**config.mk**
```make
export PLATFORM = sky130hd
export DESIGN_NAME = input_vc_buffer
export DESIGN_NICKNAME = d
export VERILOG_FILES = /design/src/rtl/input_vc_buffer.sv
export SDC_FILE = /design/constraint.sdc
export NUM_CORES = 1
export LEC_CHECK = 0
export ABC_AREA = 1
export CAP_MARGIN = 30
export CORE_ASPECT_RATIO = 0.6
export CORE_UTILIZATION = 30
export CTS_CLUSTER_DIAMETER = 80
export DETAILED_ROUTE_END_ITERATION = 6
export GPL_TIMING_DRIVEN = 0
export HOLD_SLACK_MARGIN = 0.12
export PLACE_DENSITY = 0.47
export SKIP_CTS_REPAIR_TIMING = 1
export SYNTH_ARGS = -nofsm -noshare
export SYNTH_HDL_FRONTEND = slang
export SYNTH_SLANG_ARGS = --single-unit
```
**constraint.sdc**
```tcl
create_clock -name clk -period 3.3 [get_ports clk]
set_clock_uncertainty 0.15 [all_clocks]
set_input_delay 0.99 -clock clk [delete_from_list [all_inputs] [get_ports clk]]
set_output_delay 0.99 -clock clk [all_outputs]
set_load 0.03 [all_outputs]
```
**src/rtl/input_vc_buffer.sv**
```systemverilog
// input_vc_buffer: per-VC circular flit FIFOs with packet-framing checks and a registered, arbiter-granted output stage
//   clk, rst (async, active-high)
//   valid_i, vc_i, head_i, tail_i, flit_i : upstream flit
//   requests_o / grants_i                 : per-VC request to / grant from the downstream arbiter
//   valid_o, vc_o, flit_o, head_o, tail_o : registered output flit, one cycle after its grant
//   credit_o                              : per-VC credit pulse, aligned with valid_o
//   err_o                                 : sticky protocol / overflow / multi-grant error
module input_vc_buffer #(
  parameter int VC_NUM       = 2,
  parameter int BUFFER_DEPTH = 4,
  parameter int FLIT_W       = 32
) (
  input  logic                      clk,
  input  logic                      rst,
  input  logic                      valid_i,
  input  logic [$clog2(VC_NUM)-1:0] vc_i,
  input  logic                      head_i,
  input  logic                      tail_i,
  input  logic [FLIT_W-1:0]         flit_i,
  output logic [VC_NUM-1:0]         requests_o,
  input  logic [VC_NUM-1:0]         grants_i,
  output logic                      valid_o,
  output logic [$clog2(VC_NUM)-1:0] vc_o,
  output logic [FLIT_W-1:0]         flit_o,
  output logic                      head_o,
  output logic                      tail_o,
  output logic [VC_NUM-1:0]         credit_o,
  output logic                      err_o
);
  localparam int VW = $clog2(VC_NUM);
  localparam int PW = $clog2(BUFFER_DEPTH);
  localparam int EW = FLIT_W + 2;
  typedef enum logic {IDLE, ACTIVE} state_t;
  state_t          state [VC_NUM];
  logic [PW-1:0]   rptr  [VC_NUM];
  logic [PW-1:0]   wptr  [VC_NUM];
  logic [PW:0]     count [VC_NUM];
  logic [EW-1:0]   mem   [VC_NUM][BUFFER_DEPTH];
  logic            multi, pop_any, proto_err, full, push;
  logic [VW-1:0]   gidx;
  logic [VC_NUM-1:0] pop, psh;
  always_comb begin
    multi = |(grants_i & (grants_i - 1'b1));
    gidx = '0;
    pop = '0;
    requests_o = '0;
    for (int v = 0; v < VC_NUM; v++) begin
      if (grants_i[v]) gidx = VW'(v);
      pop[v] = grants_i[v] && !multi && count[v] != '0;
      requests_o[v] = count[v] != '0;
    end
    pop_any = |pop;
    proto_err = valid_i && (state[vc_i] == IDLE ? !head_i : head_i);
    // a pop on the same VC this cycle frees the slot, so a full VC can still accept
    full = count[vc_i] == (PW+1)'(BUFFER_DEPTH) && !pop[vc_i];
    push = valid_i && !proto_err && !full;
    psh = '0;
    for (int v = 0; v < VC_NUM; v++) psh[v] = push && vc_i == VW'(v);
  end
  always_ff @(posedge clk or posedge rst) begin
    if (rst) begin
      for (int v = 0; v < VC_NUM; v++) begin
        rptr[v]  <= '0;
        wptr[v]  <= '0;
        count[v] <= '0;
        state[v] <= IDLE;
      end
      valid_o  <= 1'b0;
      credit_o <= '0;
      err_o    <= 1'b0;
      vc_o     <= '0;
      flit_o   <= '0;
      head_o   <= 1'b0;
      tail_o   <= 1'b0;
    end else begin
      for (int v = 0; v < VC_NUM; v++) begin
        rptr[v]  <= rptr[v] + PW'(pop[v]);
        wptr[v]  <= wptr[v] + PW'(psh[v]);
        count[v] <= count[v] + (PW+1)'(psh[v]) - (PW+1)'(pop[v]);
        if (psh[v]) state[v] <= tail_i ? IDLE : ACTIVE;
      end
      valid_o  <= pop_any;
      credit_o <= pop;
      err_o    <= err_o | (valid_i && !push) | multi;
      if (pop_any) begin
        {head_o, tail_o, flit_o} <= mem[gidx][rptr[gidx]];
        vc_o <= gidx;
      end
    end
  end
  always_ff @(posedge clk)
    if (push) mem[vc_i][wptr[vc_i]] <= {head_i, tail_i, flit_i};
endmodule
```
After elaboration in Yosys (flattened, before gate mapping)
Memories as Yosys holds them, arrays and structs flattened.
Cells that the tools add are included.
Word-level totals
  bits in registers: 55
  bits in writable memories: 272
  input port bits: 40
  output and inout port bits: 41
  word-level logic and storage cells: 86
  memories kept: 1
Memory list
  mem: depth 2, width 136, read ports 1, clocked after memory_dff 0, wr ports 1, line 38  | logic [EW-1:0] mem [VC_NUM][BUFFER_DEPTH];
Cells by class
  add/sub/neg operators: 9
  magnitude comparators: 6
  equal/unequal tests: 1
  muxes and demuxes: 24
  bitwise gates (word level): 8
  reduce and logical (&&, ||, !) cells: 22
Operators by type and width (number)
  136-bit 2-to-1 mux: 1
  34-bit 2-to-1 mux: 3
  34-bit binary-select mux with 2-bit select: 1
  34-bit demux with 2-bit select: 1
  1-bit logical AND: 12
  2-bit 2-to-1 mux: 6
  1-bit 2-to-1 mux: 9
  3-bit 2-to-1 mux: 3
  2-bit by 1-bit adder with 2-bit output: 4
  3-bit by 1-bit adder with 3-bit output: 2
  3-bit >= comparator, second input constant: 2
  1-bit logical NOT: 6
  2-bit inverter with 3-bit output: 2
  3-bit nonzero test: 2
  3-bit by 1-bit subtractor with 3-bit output: 2
  2-bit >= comparator, second input constant: 2
  1-bit inverter with 2-bit output: 2
  2-bit OR reduction: 2
  3-bit == test, second input constant: 1
  3-bit by 1-bit less-than comparator with 1-bit output, second input constant: 1
  2-bit bitwise AND: 1
  1-bit by 2-bit less-than comparator with 1-bit output, second input constant: 1
  1-bit OR: 2
  2-bit by 1-bit subtractor with 2-bit output, second input constant: 1
  1-bit inverter: 1

Depth between registers and ports, before layout
Gate-level depths: netlist of the first run.
  depth in word-level cells: 16
  depth in mapped cells: 14
  depth with buffers taken out: 13

Worst setup path before layout of the first run
Ideal clock, no wire load.
  kind: input port to flip-flop
  start point: input port grants_i[1]
  end point: memory mem[0][34] (netlist name) (enable)
  library setup time: 0.425 ns
  arrival: 3.226 ns
  data required time: 2.725 ns
  setup slack: -0.501 ns
  stages on the path: 9
  path buffers: 1
  cells stage by stage: buf_4 > inv_2 > nor2_1 > nand2_1 > nand2_1 > nand2_1 > nor2_4 > nand3_1 > nor2_1
On the way
  cells in the longest elaborated chain, start to end: 14
  elaborated cells between the ends (all ways): 16
  those cells by class: 1 x add/sub; 4 x mux; 1 x bitwise; 10 x reduce/logical
Ends and longest elaborated chain
  from (decl): line 21  | input logic [VC_NUM-1:0] grants_i,
  2-bit by 1-bit subtractor with 2-bit output: line 43  | multi = |(grants_i & (grants_i - 1'b1));
  2-bit bitwise AND: line 43
  2-bit OR reduction: line 43
  1-bit logical NOT: line 49  | pop[v] = grants_i[v] && !multi && count[v] != '0;
  1-bit logical AND (2 in a row): line 49
  1-bit 2-to-1 mux (not written as such) (*) (2 in a row): line 55  | full = count[vc_i] == (PW+1)'(BUFFER_DEPTH) && !pop[vc_i];
  1-bit logical NOT (*): line 55
  1-bit logical AND (*): line 55
  1-bit logical NOT (*): line 56  | push = valid_i && !proto_err && !full;
  1-bit logical AND (*): line 56
  1-bit 2-to-1 mux (*): line 92  | if (push) mem[vc_i][wptr[vc_i]] <= {head_i, tail_i, flit_i};
  136-bit 2-to-1 mux (not written as such) (*): line 92
  to (decl): line 38
Every way passes the cells marked *; elsewhere a longest branch is shown, timed or not. The select of a mux whose other input is x is not followed.

Worst setup path in the final report of the first run
  start point: input port vc_i
  end point: memory mem[1][79] (netlist name) (enable)
On the way
  cells in the longest elaborated chain, start to end: 11
  elaborated cells between the ends (all ways): 29
  those cells by class: 2 x order compare; 1 x eq/ne; 16 x mux; 2 x bitwise; 8 x reduce/logical
Ends and longest elaborated chain
  from (decl): line 16  | input logic [$clog2(VC_NUM)-1:0] vc_i,
  branches (longest 11 deep; another with 3-bit >= comparator)
Parallel ways; which one is timed is not known. The select of a mux whose other input is x is not followed.

==> results of run 1 <==
[power by group through the flow]
stage	clock network, uW	logic [uW]	registers, uW
2_1_floorplan	0	1530	5700
3_3_place_gp	0	3170	5370
3_5_place_dp	0	3270	5350
4_1_cts	3790	3280	5270
5_1_grt	3950	3620	5310
6_report	3700	3250	5260
[how the worst min path moves through the flow]
stage,startpoint,to,slack [ps],cells after the start
final,wptr[3]$_DFF_PP0_,wptr[3]$_DFF_PP0_,320,1
after global routing,wptr[3]$_DFF_PP0_,wptr[3]$_DFF_PP0_,330,1
after CTS,wptr[3]$_DFF_PP0_,wptr[3]$_DFF_PP0_,320,1
after detailed placement,state[1]$_DFFE_PP0P_,state[1]$_DFFE_PP0P_,310,2
after global placement,wptr[1]$_DFF_PP0_,wptr[1]$_DFF_PP0_,310,1
after floorplan,wptr[1]$_DFF_PP0_,wptr[1]$_DFF_PP0_,290,1
[final cells by class]
cell class                 instances  area [sq um]
fill                            4265         27200
sequential                       327          9540
multi-input combinational        795          3340
timing repair buffer              97          1130
clock buffer                      48           943
tap                              579           724
buffer                            58           342
clock inverter                    13           111
inverter                          28           108
[routing by layer]
metal | GRT usage | up-vias | share of wire | wire length [um]
met5 | 0 | - | 0 | 0
met4 | 0.0368 | 0 | 0.016 | 572
met3 | 0.0237 | 48 | 0.048 | 1700
met2 | 0.243 | 194 | 0.43 | 15100
met1 | 0.248 | 4184 | 0.51 | 18100
li1 | - | 4256 | - | -
[logic make-up (layout without fill, tap and decap cells)]
family	after synthesis	count (layout)
simple gates	772	772
flops	327	327
compound gates	7	7
fa+ha+maj	10	10
buf+inv	86	244
xor+xnor	6	6
[flip-flops by register name, indices dropped and copies added, names as in the netlist]
signal	count
flit_o	32
mem	272
err_o	1
rptr	4
head_o	1
valid_o	1
state	2
tail_o	1
credit_o	2
count	6
wptr	4
vc_o	1
[cell usage in the layout (no fill, tap or decap), drive strengths merged, types with 8 or more instances in the layout]
| cell type | count |
|---|---|
| clkdlybuf4s50 | 78 |
| nand2 | 647 |
| buf | 70 |
| nand3 | 108 |
| clkinv | 9 |
| edfxtp | 272 |
| nor2 | 16 |
| ha | 8 |
| inv | 31 |
| clkbuf | 54 |
| dfrtp | 55 |
[cells in the mapped netlist, drive strengths merged]
library cell,number
nand3,108
dfrtp,55
nor2,16
or2,1
buf,52
a21oi,2
edfxtp,272
clkbuf,6
fa,2
o21ai,5
xnor2,1
inv,28
xor2,5
nand2,647
ha,8
[stage by stage]
step                      hold slack (ps)  instance area, sq um
after floorplan                       288                 13300
after global placement                307                 14800
after detailed placement              313                 15100
after CTS                             324                 16100
after global routing                  334                 16300
final                                 316                 16300
==> qor.csv, run 1 <==
metric;value;unit
synth_top_area_cell;edfxtp_1;
fin_util;0.374;
synth_top_cell_area_share;0.616;
pwr-share-clk;0.303;
swShare;0.327;
final_hold_viol_count;0;
cp_slowest_cell;nor2_4;
outcome;completed;
crit_start;vc_i;
min-delay-path-class;flip-flop to flip-flop;
grt-ovfl-total;0;
synth_compound_area_frac;0.00349;
rsz0062_at_grt;no;
reg2regPathDepth;9;
power_leakage;0.00664;uW
place.gp.congestion;0.746;
worstPathMaxFanout;18;
critPathCaptureType;flip-flop;
netlist_instances;1208;
post_synth_fa_ha_maj_area_fraction;0.0106;
r2r-end;mem[1][79]$_DFFE_PP_;
synth_top_family_by_area;simple AND/OR/NAND/NOR gates;
yosysUniqueCellTypes;21;
instances_no_fill;1945;
synth.area.top_cells;edfxtp_1, nand2_1, dfrtp_1;
ant_nets;0;
first_iter_violations;671;
grt_antenna_before_repair;0;
synth.area.mux_share;0;
avgSynthCellArea;11.0;sq um
worst_pin_slew;875;ps
critPathTopFamily;simple AND/OR/NAND/NOR gates;
worstSetupPathType;input port to flip-flop;
nets;1391;
synthXorXnorAreaFrac;0.00396;
r2r_slack;810;ps
crit_end;mem[1][79]$_DFFE_PP_;
powerDensity;751;mW/mm^2
via_count;8682;
via_per_inst;4.46;
critPathMaxStageDelay;560;ps
irDropWorstVdd;0.402;mV
wirelength;35.5;mm
die_w;274;um
seq_area_frac_synth;0.719;
drtPass1Iterations;5;
drive_gt1_frac;0.100;
clk-insertion-delay-late;540;ps
dieArea;0.0451;sq mm
grt_pass1_vias;8480;
fp.dieH;165;um
htree_levels;2;
worstPathRequired;3370;ps
core-area;0.0435;sq mm
slew_headroom;0.416;
pre_cts_ws;-678;ps
grt_pass1_wl;53.7;mm
critPathLaunchType;input port;
crit_buf_inv;3;
area.growth.synth_to_final;22.5;%
cp_cell_sequence;clkdlybuf4s50_1, buf_6, nand2_1, nand3_1, nand3_1, nor2_4, nand2_1, nor2_4, buf_16;
max_freq;324;MHz
drv_slew;0;
cp_data_arrival_time;3160;ps
diodes;0;
r2r-start;count[1]$_DFF_PP0_;
combinationalPowerShare;0.266;
netlist_area;0.0133;sq mm
cts_made_buffers;34;
hpwlAfterDp;23.5;mm
switchingPower;3990;uW
intPower;8210;uW
timing.critical_path.depth;9;
cts-root-buf;clkbuf_16;
syn_nets;1258;
final.period_utilization;0.936;
synth_simple_gate_area_frac;0.230;
gr-usage-all-layers;0.163;
cts_tree;done;
ys_warn_count;0;
maxCapViolCount;0;
grt_max_degree;56;
placementRows;59;
fin_total_pwr;12200;uW
dp_cells;1875;
setup-violations-final;0;
ys_ff_latch;327;
clk_path_buf_depth;3;
seqPwrFrac;0.431;
setup_tns;0;ps
port_buffers;79;
clk_pin_slew_worst_paths;60;ps
drc_errors;0;
fin_ws;210;ps
period_minus_slack;3090;ps
cts_sinks;327;
wl_per_cell;18.3;um
io-pin-count;81;
initial_core_util;0.305;
Note: power is estimated with default switching activity, not from simulation.
==> run 2, diff against run 1 <==
- PLACE_DENSITY: 0.47 -> 0.49
- clock period: 3.3 -> 2.8 ns (I/O delays scaled with it)
==> run 2 against run 1 <==
- hold slack got worse by 0.53 ps
- total power increased by 19%
- design area increased by 1.5%
- utilization increased by 0.54 points
- combinational power increased by 20%
- count of clock-buffer cells in the layout decreased by 2
- non-clock buffer count increased by 16
- largest cell class unchanged
- largest power group unchanged
==> qor.csv, run 2 (same netlist as run 1, synthesis figures left out) <==
metric;value;unit;change
outcome;completed;;
placementRows;59;;unchanged
intPower;9780;uW;+19%
fin_util;0.379;;+0.00544
seqPwrFrac;0.428;;-0.003
worstSetupPathType;input port to flip-flop;;
rsz0062_at_grt;no;;
dieArea;0.0451;sq mm;unchanged
cts_tree;done;;
grt_pass1_vias;8445;;-0.41%
crit_buf_inv;3;;unchanged
wirelength;36.0;mm;+1.4%
port_buffers;79;;unchanged
irDropWorstVdd;0.422;mV;+4.9%
grt_antenna_before_repair;2;;+2
grt_max_degree;56;;unchanged
min-delay-path-class;flip-flop to flip-flop;;
ant_nets;0;;unchanged
final_hold_viol_count;0;;unchanged
setup-violations-final;0;;unchanged
io-pin-count;81;;unchanged
r2r-start;count[1]$_DFF_PP0_;;
r2r_slack;390;ps;-420 ps
max_freq;388;MHz;
reg2regPathDepth;12;;+3
nets;1410;;+1.4%
cp_cell_sequence;dlymetal6s2s_1, inv_1, nand3_1, nand3_1, nor2_4, nand2_2, ha_1, inv_1, ha_1, fa_1, xnor2_1;;
final_cell_mix;nand2_1, edfxtp_1, nand3_1;;
area.growth.synth_to_final;24.3;%;
cp_data_arrival_time;2840;ps;-320 ps
power_leakage;0.00675;uW;+1.7%
crit_end;count[5]$_DFF_PP0_;;
critPathMaxStageDelay;370;ps;-190 ps
fp.dieH;165;um;unchanged
drc_errors;0;;unchanged
largest_reg_flops;272;;unchanged
htree_levels;2;;unchanged
powerDensity;877;mW/mm^2;+17%
clk_path_buf_depth;3;;unchanged
maxCapViolCount;0;;unchanged
critPathLaunchType;input port;;
pwr-share-clk;0.302;;about the same
switchingPower;4690;uW;+18%
clk_pin_slew_worst_paths;60;ps;about the same
critPathTopFamily;adder cells;;
via_per_inst;4.48;;+0.29%
core-area;0.0435;sq mm;unchanged
fin_total_pwr;14500;uW;+19%
via_count;8788;;+1.2%
cts_made_buffers;34;;unchanged
timing.critical_path.depth;11;;+2
cts_sinks;327;;unchanged
gr-usage-all-layers;0.162;;-0.00116
hpwlAfterDp;23.3;mm;-1.1%
die_w;274;um;unchanged
clk-insertion-delay-late;520;ps;-20 ps
layout_commonest_cell;nand2_1;;
grt_pass1_wl;53.5;mm;-0.40%
grt-ovfl-total;0;;unchanged
final.period_utilization;0.922;;
worst_pin_slew;847;ps;-28.7 ps
crit_start;head_i;;
first_iter_violations;675;;+0.60%
place.gp.congestion;0.750;;+0.66%
drtPass1Iterations;5;;unchanged
slew_headroom;0.436;;+0.0191
drive_gt1_frac;0.115;;+0.0147
initial_core_util;0.305;;unchanged
cts-root-buf;clkbuf_16;;
r2r-end;count[5]$_DFF_PP0_;;
worstPathRequired;3060;ps;-310 ps
worstPathMaxFanout;10;;-8
combinationalPowerShare;0.271;;+0.005
critPathCaptureType;flip-flop;;
hold_slack;315;ps;-0.532 ps
cp_slowest_cell;fa_1;;
wl_per_cell;18.4;um;+0.44%
drv_slew;0;;unchanged
swShare;0.324;;-0.00271
period_minus_slack;2580;ps;
-- run 2: cell types whose count changed in the layout (fill, tap and decap cells not counted), moves of 3 or more --
cell and delta:
buf_4 +14, clkdlybuf4s50_1 -4, clkinv_1 +4, dlymetal6s2s_1 +4
nand2_1 -4, nand2_2 +4, clkbuf_16 +3, clkbuf_8 -3
nor2_4 +3
-- run 2: cell type report --
class / count / area [sq um]
Inverter: 28 / 114
Antenna cell: 1 / 2.50
Clock inverter: 13 / 83.8
Buffer: 58 / 349
Tap cell: 579 / 724
Multi-Input combinational cell: 798 / 3410
Fill cell: 4209 / 27000
Sequential cell: 327 / 9540
Clock buffer: 46 / 970
Timing Repair Buffer: 113 / 1290
-- run 2: per-stage QoR --
| stage | cell area [sq um] | TNS, ps | worst slack, ps | cells |
|---|---|---|---|---|
| 3_3_place_gp | 14900 | -458920 | -1940 | 1866 |
| 4_1_cts | 16100 | -75730 | -496 | 1933 |
| 2_1_floorplan | 13300 | -41760 | -308 | 1208 |
| 3_5_place_dp | 15100 | -228720 | -1030 | 1874 |
| 6_report | 16500 | 0 | 219 | 1963 |
| 5_1_grt | 16500 | 0 | 97.9 | 1963 |
-- run 2: worst min-delay path by stage --
stage                     cells after the start           endpoint  slack [ps]              start
final                                         1  wptr[3]$_DFF_PP0_         320  wptr[3]$_DFF_PP0_
after global routing                          1  wptr[3]$_DFF_PP0_         330  wptr[3]$_DFF_PP0_
after CTS                                     1  rptr[3]$_DFF_PP0_         320  rptr[3]$_DFF_PP0_
after detailed placement                      1  rptr[3]$_DFF_PP0_         310  rptr[3]$_DFF_PP0_
after global placement                        1  rptr[3]$_DFF_PP0_         310  rptr[3]$_DFF_PP0_
after floorplan                               1  wptr[1]$_DFF_PP0_         290  wptr[1]$_DFF_PP0_
-- run 2: worst register-to-register path, cell delays in order, from the launching register on --
cell and delay, ps:
dfrtp_1 420, nor2_1 60, nand2_1 80, nand2_1 130
nand2_1 110, nand2_2 70, nor2_4 160, nand2_2 110
ha_1 280, inv_1 40, ha_1 180, fa_1 370
xnor2_1 130
-- run 2: power groups by stage --
| stage | combinational, uW | sequential, uW | clock, uW |
|---|---|---|---|
| finish | 3910 | 6190 | 4370 |
| global route | 4340 | 6250 | 4700 |
| CTS | 3860 | 6200 | 4490 |
| detailed placement | 3850 | 6290 | 0 |
| global placement | 3730 | 6300 | 0 |
| floorplan | 1820 | 6710 | 0 |
-- run 2: metal layers --
layer  share of wire  track usage  vias to the layer above
met1            0.51        0.247                     4229
met3           0.052       0.0260                       44
met5         0.00028            0                        -
met2            0.42        0.236                      218
met4           0.017       0.0422                        2
li1                -            -                     4295
==> run 3, diff against run 2 <==
- CAP_MARGIN: 30 -> 0
- CTS_CLUSTER_DIAMETER: 80 -> 30
==> run 3 against run 2 <==
- count of clock-buffer cells in the layout grew 22
- die area stayed put
- largest cell class unchanged
- routed wire length up 2.5%
- critical path type unchanged
- highest routed layer is now met4
- worst setup slack lost 29 ps
- fmax down 1.1%
==> qor.csv, run 3 (same netlist as run 1, synthesis figures left out) <==
metric;value;unit;change
whs_path_depth;1;;unchanged
cts-root-buf;clkbuf_16;;
min-delay-path-class;flip-flop to flip-flop;;
drv_slew;0;;unchanged
final.period_utilization;0.932;;+0.0104
grt_max_degree;56;;unchanged
power_leakage;0.00717;uW;+6.2%
pwr-share-clk;0.419;;+0.117
worstPathRequired;2910;ps;-150 ps
combinationalPowerShare;0.225;;-0.046
wl_per_cell;18.4;um;+0.11%
hpwlAfterDp;22.6;mm;-2.9%
powerDensity;999;mW/mm^2;+14%
intPower;12100;uW;+24%
critPathLaunchType;input port;;
grt_antenna_before_repair;1;;-1
area.growth.synth_to_final;31.2;%;
cp_data_arrival_time;2720;ps;-120 ps
first_iter_violations;723;;+7.1%
reg2regPathDepth;9;;-3
initial_core_util;0.305;;unchanged
clk_path_buf_depth;3;;unchanged
htree_levels;2;;unchanged
grt_pass1_vias;8700;;+3.0%
period_minus_slack;2610;ps;+29.1 ps
place.gp.congestion;0.750;;unchanged
clk_pin_slew_worst_paths;50;ps;about the same
largest_reg_flops;272;;unchanged
fin_total_pwr;17400;uW;+20%
switchingPower;5320;uW;+13%
seqPwrFrac;0.356;;-0.072
swShare;0.305;;-0.0189
die_w;274;um;unchanged
slew_headroom;0.442;;+0.00598
critPathCaptureType;flip-flop;;
wirelength;36.9;mm;+2.5%
rsz0062_at_grt;no;;
placementRows;59;;unchanged
worstPathMaxFanout;15;;+5
fp.dieH;165;um;unchanged
clk-insertion-delay-late;580;ps;+60 ps
cts_tree;done;;
layout_commonest_cell;nand2_1;;
nets;1431;;+1.5%
grt-ovfl-total;0;;unchanged
setup-violations-final;0;;unchanged
cts_sinks;327;;unchanged
drtPass1Iterations;5;;unchanged
grt_pass1_wl;54.3;mm;+1.5%
port_buffers;79;;unchanged
irDropWorstVdd;0.407;mV;-3.5%
dieArea;0.0451;sq mm;unchanged
core-area;0.0435;sq mm;unchanged
cts_made_buffers;59;;+74%
drc_errors;0;;unchanged
worst_pin_slew;838;ps;-8.96 ps
worstSetupPathType;input port to flip-flop;;
final_cell_mix;nand2_1, edfxtp_1, nand3_1;;
fin_util;0.401;;+0.0213
outcome;completed;;
ant_nets;0;;unchanged
max_freq;383;MHz;-1.1%
via_per_inst;4.43;;-0.98%
io-pin-count;81;;unchanged
drive_gt1_frac;0.143;;+0.0284
maxCapViolCount;0;;unchanged
final_hold_viol_count;0;;unchanged
gr-usage-all-layers;0.163;;+0.00143
via_count;8910;;+1.4%
## run 3: changes by cell type in the layout (fill, tap and decap cells not counted), sizes merged
cell / before / now
inv: 27 / 32
buf: 86 / 80
clkinv: 11 / 19
clkinvlp: 2 / 9
bufinv: 1 / 10
nor2: 19 / 21
clkbuf: 52 / 74
## run 3: stage by stage
stage	instance area, sq um	setup slack, ps	hold slack (ps)	TNS (ps)	std cells
2_1_floorplan	13300	-308	288	-41760	1208
3_3_place_gp	14900	-1940	306	-458920	1866
3_5_place_dp	15000	-1210	309	-277620	1870
4_1_cts	17000	-613	318	-109370	1980
5_1_grt	17400	77.2	331	0	2010
6_report	17400	190	315	0	2010
## run 3: worst paths after layout
kind                               startpoint                endpoint  slack [ps]
setup / recovery                       head_i    mem[1][18]$_DFFE_PP_         190
hold / removal              wptr[3]$_DFF_PP0_       wptr[3]$_DFF_PP0_         320
setup reg to reg           count[1]$_DFF_PP0_    mem[1][18]$_DFFE_PP_         330
hold reg to reg             wptr[3]$_DFF_PP0_       wptr[3]$_DFF_PP0_         320
max in group asynchronous                 rst       wptr[3]$_DFF_PP0_        1310
min in group asynchronous                 rst  flit_o[18]$_DFFE_PP0P_         640
## run 3: cell type report
type | instances | area (sq um)
Fill cell | 4105 | 26100
Sequential cell | 327 | 9540
Multi-Input combinational cell | 800 | 3430
Clock buffer | 68 | 1530
Timing Repair Buffer | 107 | 1210
Tap cell | 579 | 724
Clock inverter | 42 | 512
Buffer | 58 | 349
Inverter | 28 | 114
Antenna cell | 1 | 2.50
## run 3: critical path, cell delays in order
cell and delay, ps:
dlymetal6s2s_1 380, inv_1 80, nand3_1 90, nand3_1 130
nor2_4 190, nand3_1 400, nor2_4 380, buf_16 210
## run 3: routing by layer
layer | global-route usage | share of wire | vias up
li1 | - | - | 4378
met4 | 0.0378 | 0.014 | 0
met2 | 0.238 | 0.42 | 219
met3 | 0.0324 | 0.053 | 52
met5 | 0 | 0 | -
met1 | 0.247 | 0.51 | 4261
## run 3: power groups by stage
stage               clock (uW)  sequential (uW)  combinational (uW)
finish                    7290             6200                3920
global route              7650             6270                4340
detailed placement           0             6300                3810
global placement             0             6300                3730
CTS                       7410             6220                3830
floorplan                    0             6710                1820
